File: config.mk
export PLATFORM = sky130hd
export DESIGN_NAME = riscv_trace_buffer
export DESIGN_NICKNAME = d
export VERILOG_FILES = /design/src/rtl/riscv_trace_buffer.sv
export SDC_FILE = /design/constraint.sdc
export NUM_CORES = 1
export LEC_CHECK = 0
export CAP_MARGIN = 15
export CORE_MARGIN = 5
export CORE_UTILIZATION = 58
export CTS_CLUSTER_SIZE = 40
export DETAILED_ROUTE_END_ITERATION = 10
export DONT_BUFFER_PORTS = 1
export GPL_ROUTABILITY_DRIVEN = 0
export PLACE_DENSITY = 0.88
export SYNTH_ARGS = -nofsm -noshare
export SYNTH_HDL_FRONTEND = slang
export SYNTH_SLANG_ARGS = --single-unit
File: constraint.sdc
create_clock -name clk -period 9.7 [get_ports clk]
set_input_delay 0.97 -clock clk [delete_from_list [all_inputs] [get_ports clk]]
set_output_delay 0.97 -clock clk [all_outputs]
set_load 0.01 [all_outputs]
File: src/rtl/riscv_trace_buffer.sv
// Capture buffer for RISC-V core trace events (register writebacks, data memory accesses).
// Each event is timestamped, queued in a first-word-fall-through FIFO, and counted when dropped.
module riscv_trace_buffer #(
  parameter int DEPTH = 16,
  parameter int TS_W  = 16
) (
  input  logic                     clk,
  input  logic                     reset,
  input  logic                     enable,
  input  logic                     reg_write_sig,
  input  logic [4:0]               reg_num,
  input  logic [31:0]              reg_data,
  input  logic                     wr,
  input  logic                     reade,
  input  logic [8:0]               addr,
  input  logic [31:0]              wr_data,
  input  logic [31:0]              rd_data,
  output logic                     out_valid,
  input  logic                     out_ready,
  output logic [1:0]               out_kind,
  output logic [8:0]               out_index,
  output logic [31:0]              out_data,
  output logic [TS_W-1:0]          out_time,
  output logic [$clog2(DEPTH):0]   count,
  output logic                     full,
  output logic                     empty,
  output logic [7:0]               overflow_cnt
);

  localparam int AW = $clog2(DEPTH);
  localparam int CW = AW + 1;
  localparam int EW = 2 + 9 + 32 + TS_W;

  logic [TS_W-1:0] ts;
  logic [AW-1:0]   wptr;
  logic [AW-1:0]   rptr;
  logic [EW-1:0]   mem [DEPTH];

  logic            reg_ev;
  logic            mem_ev;
  logic [EW-1:0]   reg_entry;
  logic [EW-1:0]   mem_entry;
  logic [EW-1:0]   first_entry;
  logic [EW-1:0]   head;
  logic [CW-1:0]   free_space;
  logic            push_first;
  logic            push_second;
  logic            pop;
  logic [1:0]      n_push;
  logic [1:0]      n_drop;
  logic [8:0]      ovf_sum;

  assign reg_ev = enable & reg_write_sig;
  assign mem_ev = enable & (wr ^ reade);

  // Entry layout: {kind, index, data, time}
  assign reg_entry   = {2'd0, 4'd0, reg_num, reg_data, ts};
  assign mem_entry   = {(wr ? 2'd1 : 2'd2), addr, (wr ? wr_data : rd_data), ts};
  assign first_entry = reg_ev ? reg_entry : mem_entry;

  // Space is judged from the start-of-cycle count; a concurrent pop does not help.
  assign free_space = CW'(DEPTH) - count;

  always_comb begin
    push_first  = 1'b0;
    push_second = 1'b0;
    n_drop      = 2'd0;
    if (reg_ev || mem_ev) begin
      if (free_space >= CW'(2)) begin
        push_first  = 1'b1;
        push_second = reg_ev & mem_ev;
      end else if (free_space == CW'(1)) begin
        push_first = 1'b1;
        n_drop     = {1'b0, reg_ev & mem_ev};
      end else begin
        n_drop = {1'b0, reg_ev} + {1'b0, mem_ev};
      end
    end
  end

  assign n_push  = {1'b0, push_first} + {1'b0, push_second};
  assign pop     = out_valid & out_ready;
  assign ovf_sum = {1'b0, overflow_cnt} + {7'd0, n_drop};

  always_ff @(posedge clk) begin
    if (reset) begin
      ts           <= '0;
      wptr         <= '0;
      rptr         <= '0;
      count        <= '0;
      overflow_cnt <= '0;
    end else begin
      ts           <= ts + TS_W'(1);
      wptr         <= wptr + AW'(n_push);
      if (pop) rptr <= rptr + AW'(1);
      count        <= count + CW'(n_push) - CW'(pop);
      overflow_cnt <= (ovf_sum > 9'd255) ? 8'hFF : ovf_sum[7:0];
    end
  end

  // Storage needs no reset; stale slots are never visible because out fields are masked.
  always_ff @(posedge clk) begin
    if (!reset) begin
      if (push_first)  mem[wptr]            <= first_entry;
      if (push_second) mem[wptr + AW'(1)]   <= mem_entry;
    end
  end

  assign head      = mem[rptr];
  assign empty     = (count == '0);
  assign full      = (count == CW'(DEPTH));
  assign out_valid = !empty;

  assign {out_kind, out_index, out_data, out_time} = out_valid ? head : '0;

endmodule

### Word-level counts from Yosys, hierarchy flattened

Memories as Yosys holds them, arrays and structs flattened. A register that Yosys moved wholly into a read port is not among the register bits.
Cells that the tools add are included.

* bits in writable memories: 944
* memories kept: 1
* flip-flop bits (word level): 37
* output and inout port bits: 75
* bits of input ports: 117

* $add $sub $neg: 10
* bitwise operators: 5
* magnitude comparators: 2
* multiplexer cells: 21
* reductions and logical operators: 3
* equal/unequal tests: 2

Memories
* mem: depth 16, bits a word 59, read ports 1, clocked after memory_dff 1, wr ports 2, RTL line 37 `logic [EW-1:0] mem [DEPTH];`

Operators by type and width (number)
* $mux 59: 2
* $mux 32: 1
* $add 16x1->16 const B: 1
* $mux 1: 11
* $add 8x2->9: 1
* $gt 9x8->1 const B: 1
* $add 4x1->4 const B: 2
* $mux 2: 4
* $mux 4: 2
* $mux 8: 1
* $add 5x2->5: 1
* $eq 5x1->1 const B: 1
* $eq 5x5->1 const B: 1
* $ge 5x2->1 const B: 1
* $logic_not 5->1: 1
* $sub 5x1->5: 1
* $sub 5x5->5 const A: 1
* $add 1x1->2: 2
* $add 4x2->4: 1
* $and 1x1->1: 4
* $logic_not 1->1: 1
* $logic_or 1x1->1: 1
* $xor 1x1->1: 1

### Longest topological paths before layout

* depth in word-level cells: 9
* mapped depth: 21

### Least setup slack after synthesis

OpenSTA, ideal clock, no wires.

* kind: input port to flip-flop
* start: input wr
* end: memory mem[2][0] (netlist bit), enable pin
* setup slack: 0.485 ns
* arrival time: 8.578 ns
* setup time: 0.637 ns
* stages on the path: 8
* data required time: 9.063 ns
* path buffers: 3
* path through: buf_2 buf_2 xor2_1 nand2_1 ha_1 buf_2 or4b_4 o41ai_1

RTL lines
* start, declared: RTL line 13 `input logic wr,`
* end, declared: RTL line 37

### Worst setup path in the final report

* start: register count[0]
* end: register count[4]

* word-level cells in the longest chain between the ends: 8

RTL lines
* start, declared: RTL line 24 `output logic [$clog2(DEPTH):0] count,`
* start signal, assigned: RTL line 96 `count <= count + CW'(n_push) - CW'(pop);`
* parallel branches: the longest is 7 deep, another holds $sub 5x5->5
* $sub 5x1->5 *: RTL line 96

Every way passes the cells marked *.
A chain may end at the register's enable or synchronous reset.

==> results by group <==
Run status
  • Status: finished clean

Global route
  • Initial antenna violation count: 1
  • Overflow after GRT: 0
  • Largest net degree at the start of global routing: 120
  • Vias in the first global route: 28300
  • Total GRT Usage: 0.282
  • First-pass GRT wire length: 183 mm

Floorplan
  • Num rows: 103
  • Die X: 293 um
  • Initial core utilization: 0.586
  • Die area: 85800 um2
  • Core box area: between 70000 and 80000 um2
  • Die Y: 293 um
  • Num ports: 192

CTS
  • H-tree depth: 3
  • CTS tree: built
  • Setup Fix Bufs, Post-CTS: 0
  • Clock latency reported for the late side of the worst-skew pair: between 0.6 and 0.7 ns
  • Post-CTS resize count: 0
  • Register clock-pin slew on the reported worst setup and hold paths: 0.05 ns
  • Inserted Clock Buffers: 97
  • Root buffer cell: clkbuf_16
  • Hold Buf Count CTS: 0
  • Clock sink total: 985
  • Clock Path Buffers: 3

Synthesis
  • Post-synth EDFFs: 944
  • Top cell type's share of synthesized area: 0.610
  • Synth area leaders: edfxtp_1 (61%), mux2i_1 (15%), mux4_2 (9.0%), mux2_2 (1.9%), dfxtp_1 (1.8%)
  • Synth Warn #: 0
  • Register bit total from synthesis: about 1000
  • Synth area leader: edfxtp_1
  • Sequential fraction of the synthesis area: 0.628
  • FFs w/ async S/R, synth: 0
  • Syn Nets: 2983
  • Average size of a mapped cell: about 16 um2
  • Mapped Area: between 40000 and 50000 um2
  • Post-Synthesis Cells: 2842
  • Synth Flop Type: edfxtp_1
  • Distinct cells, synth: 61

STA
  • Final setup fails: 0
  • Fin. Hold Viols: 0
  • Final Hold Slack: 0.398 ns
  • RSZ-0062 raised after global routing: no
  • Final Cycle Share: 0.535
  • Worst-margin pin slew: 1.22 ns
  • Tmin final: 5.19 ns
  • Final Skew: roughly 0.033 ns
  • Fin. max-slew vios: 0
  • Setup TNS: 0 ns
  • Max Clock Freq: 193 MHz
  • Slew headroom: 0.182

Routing
  • Antenna Violating Nets Remaining: 0
  • DRT iter0 DRCs: 3650
  • Drt first pass iters: 5
  • DR WL/cell: about 32 um
  • DRC: 0
  • Drt total wl: roughly 120 mm
  • Via density: roughly 7
  • Vias post-DR: ~27000

Setup path
  • R2r startpoint: count[0]$_SDFF_PP0_
  • Crit path DAT: 5.72 ns
  • R2R cell count: 20
  • Worst R2R End: count[4]$_SDFF_PP0_
  • Max FO, Critical Path: 18
  • Startpoint types: flip-flop
  • Crit end category: flip-flop
  • FF-to-FF setup slack: 4.51 ns
  • WS Path Type: flip-flop to flip-flop
  • WP data required: 10.23 ns

Pwr
  • Static Leakage: approximately 20 nW
  • Worst ir drop on vdd: 153 uV
  • Pwr/cell area: 217 nW/um2
  • Total chip power: 11.0 mW

Min path
  • Hold path endpoint: overflow_cnt[0]$_SDFF_PP0_
  • Worst hold path class: primary input to flip-flop
  • Hold path depth: 1
  • Hold path startpoint: reset

Run
  • Max-cap viol count: 0

Place
  • Port bufs: 0
  • DP HPWL: approximately 68 mm

Final layout
  • Most frequent cells in the layout: edfxtp_1 (944), mux2i_1 (711), mux4_2 (185), buf_4 (107), clkbuf_16 (99)
  • Area delta synth->final: 9.47%
  • # nets final: 2913
  • Most common library cell in the layout ignoring fill and taps: edfxtp_1
  • Fillers: ~5000
  • Share of cells above drive strength 1: 0.196
## cell usage after synthesis, types with 3 or more instances
cell type,instances
buf_4,10
a21boi_0,80
nor3_1,6
buf_2,105
nand3_2,8
and2_1,3
a22oi_1,63
edfxtp_1,944
nor2_1,40
xnor2_1,8
nand2b_1,4
o41ai_1,5
buf_1,20
mux2_2,78
a21oi_1,31
nor2b_1,12
mux4_2,185
o31ai_1,12
xor2_1,15
nand3b_1,4
nand3_1,35
o211ai_1,17
nor3b_1,3
o21ai_0,10
or3_1,5
and4_1,5
clkbuf_1,138
ha_1,21
mux2i_1,711
nand4_1,7
inv_1,22
nand2_1,93
fa_1,3
o22ai_1,32
buf_6,4
o21ai_1,32
dfxtp_1,41
## worst max-delay path by stage
stage	slack, ns	from	cells after the start	endpoint
after floorplan	0.48	wr	8	mem[2][0]$_DFFE_PP_
after global placement	4.70	count[0]$_SDFF_PP0_	20	count[4]$_SDFF_PP0_
after detailed placement	4.58	count[1]$_SDFF_PP0_	20	count[4]$_SDFF_PP0_
after CTS	4.45	flip-flop	6	out_data[12]
after global routing	4.23	count[1]$_SDFF_PP0_	20	count[4]$_SDFF_PP0_
final	4.51	count[0]$_SDFF_PP0_	20	count[4]$_SDFF_PP0_
## kinds of logic (layout without fill, tap and decap cells)
family	after synthesis	count (layout)	share of synthesized area
AND/OR/NAND/NOR	235	235	0.0255
adder cells (fa/ha/maj)	24	24	0.00695
XOR/XNOR	23	23	0.00434
buffers and inverters	300	313	0.0285
AO/OA/AOI/OAI	299	299	0.0442
flip-flops	985	985	0.628
multiplexers	976	976	0.262
other	0	1	0
## registers in the layout, indices dropped and copies added (netlist names), named ones only
| register | cells |
|---|---|
| wptr | 4 |
| overflow_cnt | 8 |
| mem | 944 |
| rptr | 4 |
| count | 5 |
| ts | 16 |
## critical path: stages (launching register included)
cell	delay [ns]
dfxtp_1	0.51
inv_1	0.13
ha_1	0.27
and2_1	0.17
ha_1	0.34
nor3b_4	0.42
o2111ai_2	0.18
buf_4	0.29
a21oi_4	0.82
nor2_1	0.10
ha_1	0.34
inv_1	0.04
ha_1	0.27
inv_1	0.06
ha_1	0.15
inv_1	0.07
fa_1	0.44
nor2b_1	0.16
o21bai_1	0.10
a21oi_1	0.16
nor3b_1	0.06
## metal layers
layer	routed length (um)	track usage	part of all wire
met4	5890	0.121	0.048
met3	15500	0.0637	0.13
met1	41500	0.367	0.34
met2	60300	0.464	0.49
met5	0	0	0
## stage by stage
stage,setup slack [ns],instances,area (um2),utilization
5_1_grt,4.23,3906,50800,0.642
2_1_floorplan,0.485,2842,46400,-
4_1_cts,4.45,3884,50700,0.639
3_3_place_gp,4.70,3702,47500,0.599
6_report,4.51,3906,50800,0.642
3_5_place_dp,4.58,3702,47500,0.599
## layout make-up
type / count / area (um2) / area share
clock buffer: 121 / 2590 / 0.0509
timing repair buffer: 108 / 823 / 0.0162
multi-input combinational: 1557 / 16300 / 0.320
inverter: 23 / 87.6 / 0.00172
clock inverter: 61 / 591 / 0.0116
tap: 1050 / 1310 / 0.0258
sequential: 985 / 29200 / 0.574
antenna: 1 / 2.50 / 0.0000492
## report_power, final
group / total, mW / internal (mW) / switching [mW] / leakage (nW)
Clock: 3.78 / 2.16 / 1.62 / 1.57
Combinational: 2.35 / 0.919 / 1.43 / 9.39
Sequential: 4.90 / 4.80 / 0.107 / 8.90
(Power assumes the default switching activity.)
